[src/rtl/ber_pkg.sv]
// Shared definitions for the bit-error-ratio measurement controller: default word width,
// FSM state encoding and the sync-loss detector constants.
package ber_pkg;

    localparam int unsigned WORD_W_DEF   = 13;
    localparam int unsigned SYNC_THR     = WORD_W_DEF / 2;
    localparam int unsigned SYNC_RUN_LEN = 4;

    typedef enum logic [1:0] {
        StIdle,
        StMeasure,
        StDrain,
        StDone
    } ber_state_e;

    // A word is "badly errored" when more than half of its bits differ.
    function automatic int unsigned sync_thr(input int unsigned word_w);
        return word_w / 2;
    endfunction

endpackage

[src/rtl/ber_word_popcnt.sv]
// Combinational compare of two pattern words: bitwise XOR followed by a count of differing bits.
module ber_word_popcnt #(
    parameter int unsigned WORD_W = 13,
    parameter int unsigned POP_W  = $clog2(WORD_W + 1)
) (
    input  logic [WORD_W-1:0] a_i,
    input  logic [WORD_W-1:0] b_i,
    output logic [POP_W-1:0]  pop_o
);

    logic [WORD_W-1:0] diff;

    assign diff = a_i ^ b_i;

    always_comb begin
        pop_o = '0;
        for (int i = 0; i < WORD_W; i++) begin
            pop_o = pop_o + POP_W'(diff[i]);
        end
    end

endmodule

[src/rtl/ber_meas_ctrl.sv]
// BER measurement controller: windowed word compare with saturating error/bit counters.
// Optional consecutive-bad-word sync-loss abort is enabled by defining BER_SYNC_LOSS_EN.
module ber_meas_ctrl
    import ber_pkg::*;
#(
    parameter int unsigned WORD_W = WORD_W_DEF,
    parameter int unsigned CNT_W  = 32,
    parameter int unsigned WIN_W  = 24
) (
    input  logic              clk,
    input  logic              reset,
    input  logic              start,
    input  logic              abort,
    input  logic [WIN_W-1:0]  win_words,
    input  logic [WORD_W-1:0] tx_word,
    input  logic [WORD_W-1:0] rx_word,
    input  logic              word_vld,
    output logic              busy,
    output logic              done,
    output logic              aborted,
    output logic              sat,
    output logic [CNT_W-1:0]  err_bits,
    output logic [CNT_W-1:0]  err_words,
    output logic [CNT_W-1:0]  tot_bits,
    output logic              sync_lost
);

    localparam int unsigned      POP_W   = $clog2(WORD_W + 1);
    localparam logic [CNT_W-1:0] CNT_MAX = '1;

    // MSB of the result flags that the counter has reached all-ones.
    function automatic logic [CNT_W:0] sat_add(input logic [CNT_W-1:0] acc,
                                               input logic [CNT_W-1:0] inc);
        logic [CNT_W:0] sum;
        sum = {1'b0, acc} + {1'b0, inc};
        if (sum >= {1'b0, CNT_MAX}) begin
            return {1'b1, CNT_MAX};
        end
        return {1'b0, sum[CNT_W-1:0]};
    endfunction

    ber_state_e        state_q, state_d;
    logic [WIN_W-1:0]  remain_q, remain_d;
    logic              s1_vld_q, s1_vld_d;
    logic [POP_W-1:0]  s1_pop_q, s1_pop_d;
    logic              busy_q, busy_d;
    logic              done_q, done_d;
    logic              aborted_q, aborted_d;
    logic              sat_q, sat_d;
    logic [CNT_W-1:0]  err_bits_q, err_bits_d;
    logic [CNT_W-1:0]  err_words_q, err_words_d;
    logic [CNT_W-1:0]  tot_bits_q, tot_bits_d;

    logic [POP_W-1:0]  pop;
    logic [CNT_W:0]    eb_sum, ew_sum, tb_sum;
    logic              start_ok, abort_kill, kill, accept, sync_trip;

    ber_word_popcnt #(
        .WORD_W (WORD_W),
        .POP_W  (POP_W)
    ) u_popcnt (
        .a_i   (tx_word),
        .b_i   (rx_word),
        .pop_o (pop)
    );

    assign eb_sum = sat_add(err_bits_q, CNT_W'(s1_pop_q));
    assign ew_sum = sat_add(err_words_q, CNT_W'(s1_pop_q != '0));
    assign tb_sum = sat_add(tot_bits_q, CNT_W'(WORD_W));

    assign start_ok   = (state_q == StIdle) && start && (win_words != '0);
    assign abort_kill = ((state_q == StMeasure) || (state_q == StDrain)) && abort;
    assign kill       = abort_kill || sync_trip;
    assign accept     = (state_q == StMeasure) && word_vld && !kill;

`ifdef BER_SYNC_LOSS_EN
    localparam int unsigned RUN_W = $clog2(SYNC_RUN_LEN + 1);
    logic [RUN_W-1:0] run_q, run_d;
    logic             sync_lost_q, sync_lost_d;
    logic             bad;

    assign bad       = s1_pop_q > POP_W'(sync_thr(WORD_W));
    // The word completing the run is still counted; everything behind it is dropped.
    assign sync_trip = s1_vld_q && !abort_kill && bad && (run_q == RUN_W'(SYNC_RUN_LEN - 1));
    assign sync_lost = sync_lost_q;
`else
    assign sync_trip = 1'b0;
    assign sync_lost = 1'b0;
`endif

    always_comb begin
        state_d     = state_q;
        remain_d    = remain_q;
        s1_vld_d    = accept;
        s1_pop_d    = accept ? pop : s1_pop_q;
        aborted_d   = aborted_q;
        sat_d       = sat_q;
        err_bits_d  = err_bits_q;
        err_words_d = err_words_q;
        tot_bits_d  = tot_bits_q;
`ifdef BER_SYNC_LOSS_EN
        run_d       = run_q;
        sync_lost_d = sync_lost_q;
`endif

        if (s1_vld_q && !abort_kill) begin
            err_bits_d  = eb_sum[CNT_W-1:0];
            err_words_d = ew_sum[CNT_W-1:0];
            tot_bits_d  = tb_sum[CNT_W-1:0];
            sat_d       = sat_q | eb_sum[CNT_W] | ew_sum[CNT_W] | tb_sum[CNT_W];
`ifdef BER_SYNC_LOSS_EN
            run_d       = bad ? run_q + RUN_W'(1) : '0;
            if (sync_trip) begin
                sync_lost_d = 1'b1;
            end
`endif
        end

        unique case (state_q)
            StIdle: begin
                if (start_ok) begin
                    state_d     = StMeasure;
                    remain_d    = win_words;
                    err_bits_d  = '0;
                    err_words_d = '0;
                    tot_bits_d  = '0;
                    aborted_d   = 1'b0;
                    sat_d       = 1'b0;
`ifdef BER_SYNC_LOSS_EN
                    run_d       = '0;
                    sync_lost_d = 1'b0;
`endif
                end
            end
            StMeasure: begin
                if (kill) begin
                    state_d   = StIdle;
                    aborted_d = 1'b1;
                end else if (word_vld) begin
                    remain_d = remain_q - WIN_W'(1);
                    if (remain_q == WIN_W'(1)) begin
                        state_d = StDrain;
                    end
                end
            end
            StDrain: begin
                if (kill) begin
                    state_d   = StIdle;
                    aborted_d = 1'b1;
                end else begin
                    state_d = StDone;
                end
            end
            StDone:  state_d = StIdle;
            default: state_d = StIdle;
        endcase

        busy_d = (state_d == StMeasure) || (state_d == StDrain);
        done_d = (state_d == StDone);
    end

    always_ff @(posedge clk or posedge reset) begin
        if (reset) begin
            state_q     <= StIdle;
            remain_q    <= '0;
            s1_vld_q    <= 1'b0;
            s1_pop_q    <= '0;
            busy_q      <= 1'b0;
            done_q      <= 1'b0;
            aborted_q   <= 1'b0;
            sat_q       <= 1'b0;
            err_bits_q  <= '0;
            err_words_q <= '0;
            tot_bits_q  <= '0;
`ifdef BER_SYNC_LOSS_EN
            run_q       <= '0;
            sync_lost_q <= 1'b0;
`endif
        end else begin
            state_q     <= state_d;
            remain_q    <= remain_d;
            s1_vld_q    <= s1_vld_d;
            s1_pop_q    <= s1_pop_d;
            busy_q      <= busy_d;
            done_q      <= done_d;
            aborted_q   <= aborted_d;
            sat_q       <= sat_d;
            err_bits_q  <= err_bits_d;
            err_words_q <= err_words_d;
            tot_bits_q  <= tot_bits_d;
`ifdef BER_SYNC_LOSS_EN
            run_q       <= run_d;
            sync_lost_q <= sync_lost_d;
`endif
        end
    end

    assign busy      = busy_q;
    assign done      = done_q;
    assign aborted   = aborted_q;
    assign sat       = sat_q;
    assign err_bits  = err_bits_q;
    assign err_words = err_words_q;
    assign tot_bits  = tot_bits_q;

endmodule

[config.mk]
export PLATFORM = sky130hd
export DESIGN_NAME = ber_meas_ctrl
export DESIGN_NICKNAME = d
export VERILOG_FILES = /design/src/rtl/ber_pkg.sv /design/src/rtl/ber_word_popcnt.sv /design/src/rtl/ber_meas_ctrl.sv
export SDC_FILE = /design/constraint.sdc
export NUM_CORES = 1
export LEC_CHECK = 0
export ABC_CLOCK_PERIOD_IN_PS = 6300
export BUFFER_PORTS_ARGS = -buffer_cell sky130_fd_sc_hd__buf_2
export CAP_MARGIN = 20
export CORE_UTILIZATION = 63
export DETAILED_ROUTE_END_ITERATION = 6
export PLACE_DENSITY = 0.87
export SLEW_MARGIN = 20
export SYNTH_ARGS = -nofsm -noshare
export SYNTH_HDL_FRONTEND = slang
export SYNTH_SLANG_ARGS = --single-unit
[constraint.sdc]
create_clock -name clk -period 6.3 [get_ports clk]
set_input_delay 0.945 -clock clk [delete_from_list [all_inputs] [get_ports clk]]
set_output_delay 0.945 -clock clk [all_outputs]
set_load 0.02 [all_outputs]
==> results.yml <==
clock_tree:
  ctsHoldBuffers: 0
  numCtsBuffers: 17
  cts-resized-gates: 0
  cts_buffer_depth: 2
  clk_latency_ns: 0.43
  cts_sinks: 131
  cts_tree: "built"
  clk_pin_slew_ns: 0.06
  root_buffer: "clkbuf_16"
  htree_num_levels: 4
  post_cts_buffers: 0
pwr:
  p_clk_frac: 0.285
  switching_share: 0.4119
  power.switching_mw: 1.605
  power_density_nw_per_um2: 348.9
  seqPwrFrac: 0.331
  p_leak_nw: 4.502
  power_frac_comb: 0.385
  max-vdd-ir-drop_v: 0.0002558
  p_int_mw: 2.291
worst_setup_path:
  critPathCapture: "err_words[31]$_DFF_PP0_"
  r2r_start: "s1_pop_q[1]$_DFFE_PP0P_"
  cpMostUsedCell: "or4_1"
  crit_path_cell_trace: "or4_1, ha_1, ha_1, nand4_2, or4_1, or4_1, a32oi_1, or4b_4, o31ai_4, buf_4, nor2_2, a311oi_1"
  r2r-end: "err_words[31]$_DFF_PP0_"
  cpPeakStageDelay_ns: 0.63
  cp-end-kind: "flip-flop"
  start_kind: "flip-flop"
  cp_slowest_cell: "or4_1"
  crit_arrival_ns: 4.94
  critPathRequiredTime_ns: 6.62
  crit_path_start: "s1_pop_q[1]$_DFFE_PP0P_"
  criticalPathCategory: "reg -> reg"
  crit_fanout: 18
  rrSetupSlack_ns: 1.68
  r2r_cells: 12
logic_synthesis:
  synth_top_area_frac: 0.3373
  synth.largest_area_cell: "dfrtp_1"
  synth_cells: 1207
  synth_warnings: 0
  synthArstFlopShare: 1.000
  synthesis.area_sq_um: 9719
  syn-mean-instance-area_sq_um: 8.052
  synth_cell_type_count: 78
  synth-seq-cells: 131
  ys.flop_type: "dfrtp_1"
  ys_seq_area_frac: 0.3373
  synthTopCellsByArea: "dfrtp_1 34%, o21ai_0 4.5%, a21oi_1 4.3%"
  synth_fp_nets: 1291
  synth_edf_count: 0
sta:
  tightest_slew_ns: 1.066
  finalCritPeriodShare: 0.7327
  fin_hold_ws_ns: 0.5052
  fin_crit_ns: 4.616
  slew_headroom: 0.2896
  finalClockSkew_ns: 0.01012
  finalHoldViolations: 0
  grt_setup_unrepaired: "no"
  tns_ns: 0
  slew_viol_final: 0
  clock.fmax_mhz: 216.6
  final-setup-viol-count: 0
placed_design:
  gp_congestion: 0.9864
  port_buffers: 154
  dp_hpwl_microns: 18960
run_status:
  outcome: "finished clean"
finish:
  final_common_cell: "buf_2"
  multi_input_area_sq_um: 5938
  syn_to_final_growth_pct: 14.89
  final_nets: 1392
  seq_area_sq_um: 3278
  final_cell_mix: "154 x buf_2, 131 x dfrtp_1, 90 x nor2_1"
  num_antenna_cells: 0
  drive_above_1_share: 0.1758
  num-fill-cells: 1169
grt:
  overflow: 0
  grt_pass1_vias: 9293
  grt_pass1_wl_microns: 46430
  antenna_found_initial: 0
  grt_usage: 0.3619
  grt_max_degree: 92
floorplan:
  io_pins: 156
  die_area_sq_um: 15930
  coreArea_sq_um: 15150
  start_util: 0.6417
  fp.dieW_microns: 126.2
  die_h_microns: 126.2
  fp-row-count: 45
route:
  route.detailed.drc: 0
  drt-total-wl_microns: 28490
  via_per_inst: 6.899
  drtAntennaViolNets: 0
  wl_per_cell_microns: 18.89
  dr.pass1.iters: 6
  drt-initial-drc-count: 1109
  vias: 10400
flow_run:
  maxCapViolations: 0
hold_path:
  hold_path_class: "reg -> reg"
[critical path, delay by kind of cell, from the launching register on]
family | cells | cell delay [ns]
AND/OR/NAND/NOR | 6 | 2.10
AO/OA/AOI/OAI | 3 | 1.04
adder cells (fa/ha/maj) | 2 | 0.62
flip-flops | 1 | 0.39
buffers and inverters | 1 | 0.35
[worst min path at each step]
stage,from,end,slack (ns),cells past startpoint
after CTS,remain_q[15]$_DFFE_PP0P_,remain_q[15]$_DFFE_PP0P_,0.50,1
after detailed placement,remain_q[15]$_DFFE_PP0P_,remain_q[15]$_DFFE_PP0P_,0.49,1
final,remain_q[15]$_DFFE_PP0P_,remain_q[15]$_DFFE_PP0P_,0.51,1
after floorplan,remain_q[15]$_DFFE_PP0P_,remain_q[15]$_DFFE_PP0P_,0.47,1
after global placement,remain_q[15]$_DFFE_PP0P_,remain_q[15]$_DFFE_PP0P_,0.49,1
after global routing,remain_q[15]$_DFFE_PP0P_,remain_q[15]$_DFFE_PP0P_,0.51,1
[area by class of cell]
type / instances / area share
sequential: 131 / 0.2936
multi-input combinational: 942 / 0.5318
tap: 188 / 0.02106
inverter: 47 / 0.01625
clock inverter: 9 / 0.01580
clock buffer: 22 / 0.04246
timing repair buffer: 169 / 0.07910
[per-stage QoR]
step | util | instance area (sq um) | instances | power (mW) | setup slack, ns
after floorplan | - | 9719 | 1207 | 2.324 | 1.857
after global placement | 0.6934 | 10500 | 1477 | 2.684 | 1.732
after detailed placement | 0.6934 | 10500 | 1477 | 2.749 | 1.671
after CTS | 0.7364 | 11150 | 1508 | 3.863 | 1.733
after global routing | 0.7373 | 11170 | 1508 | 4.130 | 1.446
final | 0.7373 | 11170 | 1508 | 3.896 | 1.684
[flip-flops by register name (all words and copies together) (netlist names)]
name	count
tot_bits	32
state_q	2
sat	1
remain_q	24
aborted	1
busy	1
s1_pop_q	4
err_bits	32
done	1
err_words	32
s1_vld_q	1
[power groups by stage]
stage	Sequential, mW	Clock [mW]	Combinational, mW
after floorplan	1.28	0	1.04
after global placement	1.27	0	1.41
after detailed placement	1.28	0	1.47
after CTS	1.27	1.11	1.48
after global routing	1.31	1.15	1.66
final	1.29	1.11	1.50
[synthesized netlist by cell type (20+ instances only)]
cell type / number
o22ai_1: 20
nor3_1: 69
nand3_1: 50
ha_1: 21
a211oi_1: 21
xnor2_1: 23
nand2_1: 82
clkbuf_1: 77
nand4_1: 52
or3_1: 21
inv_1: 47
a21oi_1: 83
and3_1: 23
nor2_1: 90
a31oi_1: 28
nor4_1: 38
o21ai_0: 87
dfrtp_1: 131
[routing by layer]
metal / track usage / up-vias / share of wire
met5: 0 / - / 0
met4: 0.1488 / 0 / 0.024
met3: 0.06967 / 76 / 0.081
met2: 0.5710 / 551 / 0.47
met1: 0.4898 / 5008 / 0.42
li1: - / 4768 / -
[cell families after synthesis]
group,share of synthesized area
other,0.0003858
flip-flops,0.3373
buffers and inverters,0.05433
AO/OA/AOI/OAI,0.2282
XOR/XNOR,0.03695
multiplexers,0.009398
AND/OR/NAND/NOR,0.2899
adder cells (fa/ha/maj),0.04351
No activity file was read; power rests on OpenSTA's default activity.
